File: config.mk
export PLATFORM = sky130hd
export DESIGN_NAME = pipe_ctrl
export DESIGN_NICKNAME = d
export VERILOG_FILES = /design/src/rtl/pipe_ctrl.sv
export SDC_FILE = /design/constraint.sdc
export NUM_CORES = 1
export LEC_CHECK = 0
export ABC_AREA = 1
export BUFFER_PORTS_ARGS = -buffer_cell sky130_fd_sc_hd__buf_4
export CAP_MARGIN = 5
export CORE_MARGIN = 4
export CORE_UTILIZATION = 40
export CTS_CLUSTER_DIAMETER = 40
export DETAILED_ROUTE_END_ITERATION = 8
export GPL_TIMING_DRIVEN = 1
export HOLD_SLACK_MARGIN = 0.05
export MAX_ROUTING_LAYER = met4
export PLACE_DENSITY = 0.68
export SYNTH_ARGS = -nofsm -noshare
export SYNTH_HDL_FRONTEND = slang
export SYNTH_SLANG_ARGS = --single-unit
export TNS_END_PERCENT = 30
File: constraint.sdc
create_clock -name CLK -period 5 [get_ports CLK]
set_input_delay 0.25 -clock CLK [delete_from_list [all_inputs] [get_ports CLK]]
set_output_delay 0.25 -clock CLK [all_outputs]
set_load 0.01 [all_outputs]
File: src/rtl/pipe_ctrl.sv
// Pipeline stall/flush/halt controller for a 5-stage in-order core.
// Optional: define PIPE_FWD_EN when the datapath forwards (load-use stalls only).
module pipe_ctrl (
    input  logic        CLK,
    input  logic        RST,
    input  logic        ihit,
    input  logic        dhit,
    input  logic        mem_dreq,
    input  logic [4:0]  id_rs,
    input  logic [4:0]  id_rt,
    input  logic        id_uses_rt,
    input  logic        id_halt,
    input  logic [4:0]  ex_rd,
    input  logic        ex_regWrite,
    input  logic        ex_dren,
    input  logic [4:0]  mem_rd,
    input  logic        mem_regWrite,
    input  logic        mem_pcsrc,
    input  logic        wb_halt,
    output logic        pc_en,
    output logic        ifid_en,
    output logic        ifid_flush,
    output logic        idex_en,
    output logic        idex_flush,
    output logic        exmem_en,
    output logic        exmem_flush,
    output logic        memwb_en,
    output logic        memwb_flush,
    output logic        halt,
    output logic [1:0]  state,
    output logic [15:0] stall_count
);

    localparam logic [1:0] S_RUN    = 2'd0;
    localparam logic [1:0] S_DRAIN  = 2'd1;
    localparam logic [1:0] S_HALTED = 2'd2;

    logic [1:0]  state_q, state_d;
    logic        halt_q;
    logic [15:0] cnt_q, cnt_d;

    logic hazard;
    logic mem_wait;
    logic active;
    logic ev_rst;
    logic ev_halted;
    logic ev_mwait;
    logic ev_branch;
    logic ev_hazard;
    logic ev_idle;

    // Does a writer with destination rd feed a source the decode stage reads?
    function automatic logic rd_hits(input logic [4:0] rd);
        rd_hits = (rd != 5'd0) &&
                  ((rd == id_rs) || (id_uses_rt && (rd == id_rt)));
    endfunction

`ifdef PIPE_FWD_EN
    // Forwarding covers everything except a load result needed next cycle.
    always_comb begin
        hazard = ex_dren && ex_regWrite && rd_hits(ex_rd);
    end

    logic unused_ok;
    assign unused_ok = ^{mem_rd, mem_regWrite};
`else
    // No forwarding: wait until both in-flight writers reach WB.
    always_comb begin
        hazard = (ex_regWrite && rd_hits(ex_rd)) ||
                 (mem_regWrite && rd_hits(mem_rd));
    end

    logic unused_ok;
    assign unused_ok = ex_dren;
`endif

    assign mem_wait  = mem_dreq && !dhit;
    assign active    = !RST && (state_q != S_HALTED);

    // One-hot event decode in priority order.
    assign ev_rst    = RST;
    assign ev_halted = !RST && (state_q == S_HALTED);
    assign ev_mwait  = active && mem_wait;
    assign ev_branch = active && !mem_wait && mem_pcsrc;
    assign ev_hazard = active && !mem_wait && !mem_pcsrc && hazard;
    assign ev_idle   = active && !mem_wait && !mem_pcsrc && !hazard;

    // Combinational enables/flushes from state and the current event.
    always_comb begin
        pc_en       = 1'b1;
        ifid_en     = 1'b1;
        ifid_flush  = 1'b0;
        idex_en     = 1'b1;
        idex_flush  = 1'b0;
        exmem_en    = 1'b1;
        exmem_flush = 1'b0;
        memwb_en    = 1'b1;
        memwb_flush = 1'b0;
        unique case (1'b1)
            ev_rst: begin
                pc_en       = 1'b0;
                ifid_en     = 1'b0;
                ifid_flush  = 1'b1;
                idex_en     = 1'b0;
                idex_flush  = 1'b1;
                exmem_en    = 1'b0;
                exmem_flush = 1'b1;
                memwb_en    = 1'b0;
                memwb_flush = 1'b1;
            end
            ev_halted: begin
                pc_en    = 1'b0;
                ifid_en  = 1'b0;
                idex_en  = 1'b0;
                exmem_en = 1'b0;
                memwb_en = 1'b0;
            end
            ev_mwait: begin
                pc_en       = 1'b0;
                ifid_en     = 1'b0;
                idex_en     = 1'b0;
                exmem_en    = 1'b0;
                memwb_flush = 1'b1;
            end
            ev_branch: begin
                ifid_flush  = 1'b1;
                idex_flush  = 1'b1;
                exmem_flush = 1'b1;
            end
            ev_hazard: begin
                pc_en      = 1'b0;
                ifid_en    = 1'b0;
                idex_flush = 1'b1;
            end
            ev_idle: begin
                if (!ihit) begin
                    pc_en      = 1'b0;
                    ifid_flush = 1'b1;
                end
            end
        endcase
        // While draining, fetch stays parked and only bubbles enter decode,
        // unless an older taken branch redirects the PC.
        if (active && (state_q == S_DRAIN) && !ev_branch) begin
            pc_en      = 1'b0;
            ifid_flush = 1'b1;
        end
    end

    // Halt sequencing: RUN -> DRAIN on decoded halt, -> HALTED at WB.
    always_comb begin
        state_d = state_q;
        unique case (state_q)
            S_RUN: begin
                if (wb_halt)
                    state_d = S_HALTED;
                else if (ev_idle && id_halt)
                    state_d = S_DRAIN;
            end
            S_DRAIN: begin
                if (wb_halt)
                    state_d = S_HALTED;
                else if (ev_branch)
                    state_d = S_RUN;
            end
            S_HALTED: state_d = S_HALTED;
            default:  state_d = S_RUN;
        endcase
    end

    // Saturating count of stall cycles.
    always_comb begin
        cnt_d = cnt_q;
        if ((ev_mwait || ev_hazard) && (cnt_q != 16'hFFFF))
            cnt_d = cnt_q + 16'd1;
    end

    // State, halt flag and stall counter registers.
    always_ff @(posedge CLK) begin
        if (RST) begin
            state_q <= S_RUN;
            halt_q  <= 1'b0;
            cnt_q   <= 16'd0;
        end else begin
            state_q <= state_d;
            halt_q  <= (state_q == S_HALTED);
            cnt_q   <= cnt_d;
        end
    end

    assign state       = state_q;
    assign halt        = halt_q;
    assign stall_count = cnt_q;

endmodule

==> impl_metrics.csv <==
group,metric,value,unit
place,routabilityCongestion,0.897,
place,dpl.hpwl,3080,µm
sta,fin_crit,2.10,ns
sta,period_share,42.0,%
setup_path,worst_r2r_path_depth,9,
floorplanning,row_count,22,
floorplanning,die_w,70.0,µm
setup_path,cpMostUsedCell,"nand2_1",
hold_path,worstHoldEndpoint,"state[0]",
sta,skew,0.00528,ns
clock_network,cts_setup_buffers,0,
layout,layout.cells.non_filler,366,
setup_path,reg2reg_slack,2.93,ns
job,maxCapViolations,0,
global_routing,antenna_found_initial,0,
synthesis,syn_inst,262,
layout,nNetsFinal,352,
setup_path,cp-end-kind,"output port",
synthesis,synth_edf_count,0,
setup_path,crit_required,4.75,ns
synthesis,yosysWarnings,0,
synthesis,syn_area,1540,µm²
layout,multiInputGateArea,988,µm²
routing,drt_iter0_drc,122,
routing,avgRoutedWirePerCell,10.6,µm
global_routing,grt_pass1_vias,1558,
run_status,status,"complete, no violations",
setup_path,crit_fanout,18,
synthesis,ys_seq_area_share,24.8,%
clock_network,cts_hold_buf,0,
setup_path,startpoint_type,"flip-flop",
synthesis,syn_area_per_cell,5.86,µm²
layout,fillers,404,
routing,wl,3870,µm
sta,setup-tns-final,0,ns
power_and_ir_drop,power_density,170,nW/µm²
sta,slew_violations,0,
synthesis,synthFlopType,"dfxtp_1",
sta,setup_viol,0,
routing,vias_per_cell,4.68,
clock_network,cts_sinks,19,
global_routing,overflow,0,
layout,regArea,380,µm²
floorplanning,dieArea,4890,µm²
routing,first_pass_iters,4,
global_routing,grt_max_degree,21,
synthesis,synth-seq-cells,19,
sta,rsz0062_at_grt,"no",
floorplanning,die_y,70.0,µm
clock_network,clkSlewWorstSetupHoldPaths,0.08,ns
sta,fmax,477,MHz
place,post-place-cells,362,
setup_path,path_class,"flip-flop to output port",
synthesis,synth_area_leaders,"dfxtp_1 (25%), nand2_1 (23%), nand3_1 (9.1%)",
sta,hold_violations,0,
clock_network,clk_latency,0.26,ns
clock_network,numCtsBuffers,3,
clock_network,clock_path_buffers,2,
place,port_buffers,58,
setup_path,r2r-end,"stall_count[4]",
synthesis,synth_fp_nets,295,
setup_path,slowest_stage,"dfxtp_1",
clock_network,cts_root_buf,"clkbuf_8",
power_and_ir_drop,power_leakage,1.05,nW
setup_path,crit_start,"state[1]",
synthesis,synthTopCellsByCount,"nand2_1 (94), inv_1 (32), nand3_1 (28), nor2_1 (26), dfxtp_1 (19)",
setup_path,cpPeakStageDelay,0.39,ns
global_routing,track_usage,16.5,%
layout,layout-drive-gt1-share,23.0,%
synthesis,yosys.cell_count.top_type,"nand2_1",
layout,antenna_cells,0,
setup_path,critPathBufInv,2,
routing,ant_nets,0,
setup_path,cp_top_family,"simple AND/OR/NAND/NOR gates",
synthesis,synthDistinctLibCells,26,
synthesis,synth_top_area_cell,"dfxtp_1",
hold_path,worstHoldStart,"id_halt",
setup_path,path_cells,"nand2_1 > nand2_1 > inv_2 > nand3b_2 > nand2_1 > nor2_1 > nand2_1 > nand2_2 > nor2_1 > buf_4",
hold_path,worstHoldPathCells,3,
routing,drc,0,
sta,tightest_slew,0.372,ns
setup_path,arrival,1.85,ns
sta,worst_slew_margin_rel,75.1,%
routing,dr_total_vias,1713,
power_and_ir_drop,peakVddDrop,0.0776,mV
synthesis,synth_top_area_share,24.8,%
global_routing,grt_pass1_wl,6620,µm
floorplanning,io_pins,60,
floorplanning,fp.coreArea,3690,µm²
clock_network,cts_resized,0,
clock_network,htree_levels,1,
clock_network,cts_tree,"yes",
floorplanning,start_util,41.6,%
setup_path,r2r-start,"stall_count[0]",
hold_path,hold_class,"input pin to flip-flop",
layout,area_growth,32.8,%
synthesis,async_reset_ff_share,0,%
per-stage QoR:
| stage | util, % | power (W) | setup slack (ns) | hold WS (ns) | area, µm² |
|---|---|---|---|---|---|
| 2_1_floorplan | - | 0.000202 | 3.23 | 0.410 | 1540 |
| 3_3_place_gp | 54.0 | 0.000242 | 2.98 | 0.488 | 1990 |
| 5_1_grt | 55.3 | 0.000367 | 2.61 | 0.283 | 2040 |
| 3_5_place_dp | 54.0 | 0.000242 | 2.95 | 0.499 | 1990 |
| 4_1_cts | 55.3 | 0.000351 | 2.86 | 0.257 | 2040 |
| 6_report | 55.3 | 0.000347 | 2.90 | 0.258 | 2040 |
power breakdown:
part	switching (W)	internal (W)
Sequential	0.00000177	0.000153
Clock	0.0000536	0.0000554
Combinational	0.0000441	0.0000393
Total	0.0000995	0.000248
worst register-to-register path, stage by stage, from the launching register on:
cell and delay (ns):
dfxtp_1 0.41, ha_1 0.21, nand2_1 0.11, nor3_4 0.24
nand2_2 0.11, nor4_4 0.15, nand2_2 0.27, nand2_4 0.28
nand2_1 0.08, a21oi_1 0.14
logic make-up after synthesis:
kind of cell	share of synthesized area (%)
AOI/OAI and AO/OA	7.17
buffers and inverters	10.8
and+or+nand+nor	47.3
xor gates and xnor gates	9.13
DFF	24.8
adders and majority gates	0.815
state kept, by name, summed over array words and instances (netlist names):
register and flops:
halt 1, stall_count 16, state 2
layer usage:
| layer | vias up | global-route usage (%) | share of wire (%) |
|---|---|---|---|
| met4 | 0 | 3.83 | 0.70 |
| met2 | 42 | 28.6 | 49 |
| met1 | 742 | 20.3 | 45 |
| met3 | 2 | 2.16 | 4.9 |
| li1 | 927 | - | - |
| met5 | - | - | 0 |
cells in the final DEF (no fill, tap or decap), types with 2 or more instances in the layout:
| cell type | Yosys | final |
|---|---|---|
| nand2_1 | 94 | 94 |
| dfxtp_1 | 19 | 19 |
| o21ai_0 | 4 | 4 |
| xnor2_1 | 6 | 6 |
| inv_2 | 2 | 2 |
| xor2_1 | 10 | 10 |
| a21oi_1 | 18 | 18 |
| buf_4 | 2 | 58 |
| inv_1 | 32 | 32 |
| nand2_2 | 3 | 3 |
| nor2_1 | 26 | 26 |
| clkbuf_8 | 0 | 3 |
| nand4_1 | 2 | 2 |
| nor3_1 | 4 | 4 |
| nand3_1 | 28 | 28 |
worst max-delay path by stage:
stage	cells after the start	end
6_report	10	ifid_en
3_3_place_gp	9	stall_count[2]
2_1_floorplan	9	stall_count[11]
5_1_grt	10	ifid_en
3_5_place_dp	9	stall_count[4]
4_1_cts	10	ifid_en
final cells by class:
type                       instances  area share (%)
clock buffer                       3            2.03
tap                               48            2.95
sequential                        19            18.7
inverter                          34            6.26
multi-input combinational        203            48.5
clock inverter                     1           0.246
timing repair buffer              58            21.4
Note: power is estimated with default switching activity, not from simulation.
